`config.mk`:
```
export PLATFORM = sky130hd
export DESIGN_NAME = rv_instr_encoder_loader
export DESIGN_NICKNAME = d
export VERILOG_FILES = /design/src/rtl/rv_instr_encoder_loader.sv
export SDC_FILE = /design/constraint.sdc
export NUM_CORES = 1
export LEC_CHECK = 0
export BUFFER_PORTS_ARGS = -buffer_cell sky130_fd_sc_hd__buf_2
export CAP_MARGIN = 15
export CORE_MARGIN = 2
export CORE_UTILIZATION = 48
export DETAILED_ROUTE_END_ITERATION = 12
export PLACE_DENSITY = 0.76
export SYNTH_ARGS = -nofsm -noshare
export SYNTH_HDL_FRONTEND = slang
export SYNTH_SLANG_ARGS = --single-unit
```
`constraint.sdc`:
```
create_clock -name clk -period 2.3 [get_ports clk]
set_input_delay 0.115 -clock clk [delete_from_list [all_inputs] [get_ports clk]]
set_output_delay 0.115 -clock clk [all_outputs]
set_load 0.05 [all_outputs]
```
`src/rtl/rv_instr_encoder_loader.sv`:
```
// rv_instr_encoder_loader
//   Boot/program loader: takes symbolic RV32I instruction descriptors over a
//   valid/ready stream, encodes each into a 32-bit word and writes it into
//   instruction memory at consecutive word addresses starting at base_addr.
// Ports
//   clk, rst_n                 clock (rising edge), async active-low reset
//   start, base_addr           session start pulse (IDLE only) and first address
//   in_valid/in_ready          descriptor handshake (ready only while loading)
//   in_op/in_rd/in_rs1/in_rs2  symbolic op and register indices
//   in_imm, in_last            byte immediate, last-of-session marker
//   mem_we/mem_addr/mem_wdata  registered imem write port (one cycle after accept)
//   busy, done                 session active, 1-cycle end pulse
//   err_illegal, err_overflow  sticky per-session error flags
//   instr_count                words written this session
module rv_instr_encoder_loader #(
  parameter int AW    = 10,
  parameter int DEPTH = 1024
) (
  input  logic          clk,
  input  logic          rst_n,
  input  logic          start,
  input  logic [AW-1:0] base_addr,
  input  logic          in_valid,
  output logic          in_ready,
  input  logic [4:0]    in_op,
  input  logic [4:0]    in_rd,
  input  logic [4:0]    in_rs1,
  input  logic [4:0]    in_rs2,
  input  logic [31:0]   in_imm,
  input  logic          in_last,
  output logic          mem_we,
  output logic [AW-1:0] mem_addr,
  output logic [31:0]   mem_wdata,
  output logic          busy,
  output logic          done,
  output logic          err_illegal,
  output logic          err_overflow,
  output logic [AW:0]   instr_count
);

  localparam logic [AW:0] CNT_MAX = (AW+1)'(DEPTH);

  typedef enum logic [1:0] {S_IDLE, S_LOAD, S_DRAIN, S_DONE} state_t;

  typedef struct packed {
    logic [4:0]  op;
    logic [4:0]  rd;
    logic [4:0]  rs1;
    logic [4:0]  rs2;
    logic [31:0] imm;
    logic        last;
  } desc_t;

  state_t        state, state_nxt;
  desc_t         d;
  logic [AW-1:0] wptr;
  logic [31:0]   enc;
  logic          enc_ok;
  logic [2:0]    f3;
  logic [6:0]    opc;
  logic          i_ok, b_ok, j_ok, u_ok;
  logic          accept, ovf, wr;

  assign d = '{op: in_op, rd: in_rd, rs1: in_rs1, rs2: in_rs2, imm: in_imm, last: in_last};

  // Range checks: an immediate fits N signed bits when all bits above N-1 match the sign.
  assign i_ok = (&d.imm[31:11]) | ~(|d.imm[31:11]);
  assign b_ok = ((&d.imm[31:12]) | ~(|d.imm[31:12])) & ~d.imm[0];
  assign j_ok = ((&d.imm[31:20]) | ~(|d.imm[31:20])) & ~d.imm[0];
  assign u_ok = ~(|d.imm[11:0]);

  always_comb begin
    enc    = '0;
    enc_ok = 1'b0;
    f3     = 3'b000;
    opc    = 7'b0010011;
    case (d.op)
      5'd0, 5'd1, 5'd2, 5'd3, 5'd4: begin
        case (d.op)
          5'd2:    f3 = 3'b111;
          5'd3:    f3 = 3'b110;
          5'd4:    f3 = 3'b010;
          default: f3 = 3'b000;
        endcase
        enc    = {1'b0, (d.op == 5'd1), 5'b0, d.rs2, d.rs1, f3, d.rd, 7'b0110011};
        enc_ok = 1'b1;
      end
      5'd5, 5'd6, 5'd7, 5'd8, 5'd9, 5'd10: begin
        case (d.op)
          5'd5:    begin f3 = 3'b010; opc = 7'b0000011; end
          5'd7:    f3 = 3'b100;
          5'd8:    f3 = 3'b110;
          5'd9:    f3 = 3'b010;
          5'd10:   begin f3 = 3'b000; opc = 7'b1100111; end
          default: f3 = 3'b000;
        endcase
        enc    = {d.imm[11:0], d.rs1, f3, d.rd, opc};
        enc_ok = i_ok;
      end
      5'd11: begin
        enc    = {d.imm[11:5], d.rs2, d.rs1, 3'b010, d.imm[4:0], 7'b0100011};
        enc_ok = i_ok;
      end
      5'd12: begin
        enc    = {d.imm[20], d.imm[10:1], d.imm[11], d.imm[19:12], d.rd, 7'b1101111};
        enc_ok = j_ok;
      end
      5'd13, 5'd14, 5'd15, 5'd16: begin
        case (d.op)
          5'd14:   f3 = 3'b001;
          5'd15:   f3 = 3'b100;
          5'd16:   f3 = 3'b101;
          default: f3 = 3'b000;
        endcase
        enc    = {d.imm[12], d.imm[10:5], d.rs2, d.rs1, f3, d.imm[4:1], d.imm[11], 7'b1100011};
        enc_ok = b_ok;
      end
      5'd17: begin
        enc    = {d.imm[31:12], d.rd, 7'b0110111};
        enc_ok = u_ok;
      end
      default: ;
    endcase
  end

  assign accept = in_valid & in_ready;
  // A descriptor offered once DEPTH words are in is swallowed and ends the session.
  assign ovf    = accept & (instr_count == CNT_MAX);
  assign wr     = accept & ~ovf & enc_ok;

  // FSM: state register
  always_ff @(posedge clk or negedge rst_n) begin
    if (!rst_n) state <= S_IDLE;
    else        state <= state_nxt;
  end

  // FSM: next state
  always_comb begin
    state_nxt = state;
    case (state)
      S_IDLE:  if (start) state_nxt = S_LOAD;
      S_LOAD:  if (accept && (d.last || ovf)) state_nxt = S_DRAIN;
      S_DRAIN: state_nxt = S_DONE;
      S_DONE:  state_nxt = S_IDLE;
      default: state_nxt = S_IDLE;
    endcase
  end

  // FSM: outputs
  always_comb begin
    in_ready = (state == S_LOAD);
    busy     = (state != S_IDLE);
    done     = (state == S_DONE);
  end

  // Write stage and per-session bookkeeping
  always_ff @(posedge clk or negedge rst_n) begin
    if (!rst_n) begin
      mem_we       <= 1'b0;
      mem_addr     <= '0;
      mem_wdata    <= '0;
      wptr         <= '0;
      instr_count  <= '0;
      err_illegal  <= 1'b0;
      err_overflow <= 1'b0;
    end else begin
      mem_we <= wr;
      if (state == S_IDLE && start) begin
        wptr         <= base_addr;
        instr_count  <= '0;
        err_illegal  <= 1'b0;
        err_overflow <= 1'b0;
      end
      if (wr) begin
        mem_addr    <= wptr;
        mem_wdata   <= enc;
        wptr        <= wptr + 1'b1;
        instr_count <= instr_count + 1'b1;
      end
      if (accept && !ovf && !enc_ok) err_illegal  <= 1'b1;
      if (ovf)                       err_overflow <= 1'b1;
    end
  end

endmodule

```
==> results of run 1 <==
[report_power, final]
group | internal (mW) | leakage (nW) | total (mW) | switching [mW]
clock | 0.618 | 0.110 | 1.11 | 0.494
sequential | 1.62 | 0.849 | 1.94 | 0.320
combinational | 0.792 | 1.42 | 2.89 | 2.10
[worst max-delay path by stage]
| stage | endpoint | depth (start not counted) |
|---|---|---|
| after floorplan | mem_addr[2] | 8 |
| after global routing | instr_count[6] | 9 |
| after CTS | instr_count[9] | 9 |
| final | instr_count[9] | 9 |
| after global placement | mem_addr[1] | 8 |
| after detailed placement | mem_addr[2] | 8 |
[metrics by stage]
step / hold WS, ns / cell area, µm²
global route: 0.0229 / 4840
detailed placement: 0.151 / 4610
floorplan: -0.181 / 3910
finish: 0.0223 / 4840
global placement: 0.142 / 4610
CTS: 0.00968 / 4840
[registers in the layout, summed over array words and instances (netlist names)]
name          cells
mem_we            1
wptr             10
err_illegal       1
state             2
err_overflow      1
mem_wdata        31
instr_count      11
mem_addr         10
[final cells by class]
class                   count  area share [%]
multi-input cells         320            41.1
flip-flops and latches     67            34.6
repair buffers            143            16.0
well taps                 102            2.63
clock buffers               9            2.56
clock inverters             7            2.04
inverters                  14            1.08
[logic make-up after synthesis]
logic type,synth area share [%]
mux,5.57
buf+inv,6.24
simple gates,22.2
xor+xnor,0.672
flops,42.9
compound gates,19.9
fa+ha+maj,2.56
[routing by layer]
layer	vias to the layer above	part of all wire [%]	GRT usage, %	wire [µm]
li1	1817	-	-	-
met1	1844	43	31.6	4600
met2	114	50	38.0	5260
met3	16	5.7	6.18	605
met4	0	1.4	6.28	152
met5	-	0	0	0
[worst max-delay path, cell delays in order, from the launching register on]
cell and delay (ns):
dfrtp_1 0.39, inv_1 0.08, ha_1 0.13, nor4b_1 0.25, nand3_1 0.15, nand3_1 0.18, a21oi_4 0.07, buf_4 0.23
and3_1 0.18, a221o_1 0.26
[cell usage in the layout, fill, tap and decap left out, types with 3 or more instances in the layout]
master / Yosys / layout
nor4b_1: 3 / 3
mux2i_1: 6 / 6
a31oi_1: 6 / 6
nor4_1: 7 / 7
buf_2: 3 / 125
nor3_1: 5 / 5
o21ai_0: 11 / 11
a211oi_1: 3 / 3
a22oi_1: 14 / 14
nand3_1: 28 / 28
clkbuf_8: 0 / 9
nor2_1: 51 / 51
a222oi_1: 7 / 7
nand2_1: 43 / 43
ha_1: 8 / 8
or3_1: 3 / 3
mux2_2: 14 / 14
a211o_1: 3 / 3
and3_1: 8 / 8
nor3b_1: 3 / 3
inv_1: 14 / 14
nand4_1: 6 / 6
dfrtp_1: 67 / 67
a21o_1: 8 / 8
a21oi_1: 29 / 29
or2_2: 8 / 8
buf_4: 6 / 16
nor2b_1: 5 / 5
nand2b_1: 4 / 4
[timing repair]
action | 4_1_cts | 5_1_grt
endpoints found under the hold margin | 24 | 0
gates resized for setup | 0 | 0
endpoints found under the setup margin | 0 | 0
hold buffers | 1 | 0
==> metrics, run 1 <==
I/O pins 126; share of cells above drive strength 1 33.4%; Final Hold Viols 0; WP data arrival 2.28 ns; hpwl dp 7.90 mm; leakage 2.38 nW; initial antenna violation count 0; Worst R2R Path Depth 9; top-count cell post-synth dfrtp_1; Overall Power 5.94 mW; Final ANT Viol Nets 0; actual slew at the worst max-slew pin 0.647 ns; Overflow after GRT 0; fin nets 630; MaxCap Viol Count 0; post-synth top area cell dfrtp_1; clk buf depth 2; worst hold stages 2; fin crit share 88.9%; core area 0.00781 mm²; Setup Buffers After CTS 0; Setup Crit Path Kind register to register; DRT Pass-1 Iters 7; worst path required time 2.53 ns; Synth top area share 42.9%; Worst-Skew Late Latency 0.35 ns; Die Wd 94.3 µm; post-route setup TNS 0 ns; Cell variety after synth 58; first-pass GRT wire length 16.5 mm; final setup vio count 0; DP Cell Count 645; Cell Pwr Density 1230 mW/mm²; I/O Buffers 125; post-route worst setup slack 0.254 ns; CTS clk-pin slew, worst paths 0.08 ns; Util after Layout 62.1%; # diodes 0; worst-path fanout max 23; pre-CTS setup slack 0.163 ns; Starting Density 50.1%; synth top area cells dfrtp_1 43%, nor2_1 4.9%, nand2_1 4.1%, mux2_2 4.0%, a21oi_1 3.7%; RSZ-0062 raised after global routing false; part of the Yosys area used for sequential elements 42.9%; pin count of the biggest net entering global routing 54; CP startpoint kind register; Wirelength per Cell 16.0 µm; FF+latch count, synth 67; # DRC 0; Worst Setup SP instr_count[1]; worst clock skew 0.00808 ns; run status finished clean; FF-to-FF End instr_count[9]; Fillers 716; total wire length after detailed routing 10.6 mm; Non-Filler Instances 662; Slew Limit Fails 0; R2R Path Start instr_count[1]; register area 0.00168 mm²; clock root buffer clkbuf_8; hold endpoint wptr[2]; vias per std cell 5.73; peak supply drop 0.979 mV; H-tree lvl count 3; average size of a mapped cell 9.16 µm²; EDFF count, synth 0; DIE AREA 0.00888 mm²; Period minus WS final 2.05 ns; cts bufs inserted 9; vias in the first global route 3447; GP Congestion 0.933; syn nets 502; Die Height 94.3 µm; routed via count 3791; number of synthesis warnings 0; Most used DFF post-synth dfrtp_1; critical path endpoint category register; initial DRC count 370; CTS tree done; Overall Global Routing Usage 23.6%; R2R Setup Slk 0.25 ns; clock tree sinks 67; synth-to-layout area growth 23.9%; Async SR Flop Fraction 100%; Max Clock Freq 489 MHz; Slew HR 56.6%; cells after synthesis 427; Hold Crit Start base_addr[2]; Worst Hold Class primary input to register; commonest cells in the netlist 67 x dfrtp_1, 51 x nor2_1, 43 x nand2_1, 29 x a21oi_1, 28 x nand3_1; synthesized cell area 0.00391 mm²; area occupied by multi-input gates 0.00199 mm²; # rows 32
Power figures use the tool's default switching activity.
==> run 2, diff against run 1 <==
--- a/config.mk
+++ b/config.mk
@@ -10,6 +10,7 @@
 export CORE_MARGIN = 2
 export CORE_UTILIZATION = 48
 export DETAILED_ROUTE_END_ITERATION = 12
+export GPL_TIMING_DRIVEN = 0
 export PLACE_DENSITY = 0.76
 export SYNTH_ARGS = -nofsm -noshare
 export SYNTH_HDL_FRONTEND = slang
==> run 2 against run 1 <==
Clock-buffer cell count increased by 3. Highest routed layer unchanged. Sequential share of layout area about the same. First-iteration DRC count is 11% lower. Global-route usage rose by 3.1 points. Design area barely moved. Die area did not move. Sequential power about the same.
==> metrics, run 2 (same netlist as run 1, synthesis figures left out) <==
run status finished clean; vias per std cell 5.85; CTS clk-pin slew, worst paths 0.08 ns; pin count of the biggest net entering global routing 68; CTS tree done; peak supply drop 0.846 mV; Worst-Skew Late Latency 0.34 ns; critical path endpoint category register; CP startpoint kind register; part of the power in registers 33.7%; RSZ-0062 raised after global routing false; Starting Density 50.1%; # diodes 0; first-pass GRT wire length 18.5 mm; Top Registers mem_wdata: 31 flops, instr_count: 11 flops; Largest delay share family, worst path simple AND/OR/NAND/NOR gates; most frequent cells in the layout 127 x buf_2, 67 x dfrtp_1, 51 x nor2_1; vias in the first global route 3795; Cell Pwr Density 1180 mW/mm²; clock root buffer clkbuf_8; share of cells above drive strength 1 32.7%; Wirelength per Cell 17.3 µm; fin crit share 92.4%; pre-CTS setup slack 0.150 ns; Slew Limit Fails 0; Overall Global Routing Usage 26.7%; worst path required time 2.53 ns; hpwl dp 8.60 mm; area occupied by multi-input gates 0.00199 mm²; DRT Pass-1 Iters 7; core area 0.00781 mm²; CP bufs+invs 3; Die Height 94.3 µm; Worst Hold Class primary input to register; leakage 2.37 nW; Setup Crit Path Kind register to register; Final Hold Viols 0; Period minus WS final 2.12 ns; I/O pins 126; routed via count 3928; clk buf depth 2; Max stage delay on crit path 0.44 ns; GP Congestion 1.00; commonest non-fill, non-tap cell in the layout buf_2; final setup vio count 0; clock tree sinks 67; Die Wd 94.3 µm; # DRC 0; fin nets 639; Final ANT Viol Nets 0; Int Pwr 2.84 mW; crit path cell chain inv_1 -> ha_1 -> nor4b_1 -> nand3_1 -> nand3_1 -> a21oi_4 -> buf_6 -> buf_6 -> a221o_1; Slew HR 41.8%; post-route setup TNS 0 ns; DIE AREA 0.00888 mm²; Clk network pwr share 15.6%; CP max stage cell dfrtp_1; actual slew at the worst max-slew pin 0.872 ns; total wire length after detailed routing 11.6 mm; synth-to-layout area growth 24.0%; switching share of power 50.5%; Fillers 725; Most flops, register mem_wdata; worst-path fanout max 10; initial antenna violation count 0; initial DRC count 331; Switching Power 2.89 mW; Overall Power 5.72 mW; Overflow after GRT 0; combinational share of power 50.7%; register area 0.00168 mm²; WP data arrival 2.35 ns; cts bufs inserted 9; # rows 32; Setup Buffers After CTS 0; H-tree lvl count 3; Max Clock Freq 471 MHz; MaxCap Viol Count 0; I/O Buffers 125; worst clock skew 0.00612 ns; post-route worst setup slack 0.175 ns; max FFs per register 31
==> run 2: changes by cell type in the layout (fill, tap and decap cells not counted) <==
cell	before	now
inv_6	2	0
clkbuf_8	9	10
buf_2	125	127
buf_4	16	7
buf_12	1	0
clkinv_2	1	2
buf_6	0	9
bufinv_16	2	0
clkbuf_1	0	10
==> run 2: stage by stage <==
stage	instance area (µm²)	util, %	std cells	hold WS [ns]
after floorplan	3910	-	427	-0.181
after global placement	4660	59.7	654	0.384
after detailed placement	4670	59.8	654	0.279
after CTS	4850	62.1	671	0.0360
after global routing	4850	62.1	671	0.0445
final	4850	62.1	671	0.0337
==> run 2: final cells by class <==
| type | instances | share of cell area (%) |
|---|---|---|
| buffer | 26 | 3.95 |
| tap | 102 | 2.63 |
| inverter | 14 | 1.08 |
| clock buffer | 12 | 2.99 |
| clock inverter | 4 | 0.542 |
| timing repair buffer | 126 | 13.2 |
| multi-input combinational | 320 | 41.0 |
| sequential | 67 | 34.6 |
==> run 2: worst paths after layout <==
kind                                  endpoint  cells past startpoint  slack (ns)           start
worst max-delay path            instr_count[9]                      9        0.18  instr_count[0]
worst min-delay path                   wptr[2]                      2        0.03    base_addr[2]
worst max register to register  instr_count[9]                      9        0.18  instr_count[0]
worst min register to register     err_illegal                      2        0.50     err_illegal
max in group asynchronous        mem_wdata[15]                      2        1.31           rst_n
min in group asynchronous          mem_addr[4]                      2        0.43           rst_n
==> run 2: layer usage <==
metal | up-vias | share of wire (%) | track usage [%]
met5 | - | 0 | 0
met4 | 0 | 1.8 | 11.2
met3 | 26 | 7.4 | 4.41
met2 | 179 | 49 | 41.4
met1 | 1882 | 42 | 37.0
li1 | 1841 | - | -
==> run 2: timing repair <==
| item | CTS | global route |
|---|---|---|
| gates resized for setup | 0 | 0 |
| setup endpoints to repair | 0 | 0 |
| hold buffers | 1 | 0 |
| hold endpoints to repair | 67 | 0 |
==> run 2: power by group through the flow <==
stage	combinational, mW	sequential, mW	clock, mW
after floorplan	0.994	3.11	0
after global placement	2.85	1.93	0
after detailed placement	2.91	1.95	0
after CTS	2.92	1.93	0.897
after global routing	3.12	1.99	0.949
final	2.90	1.93	0.893
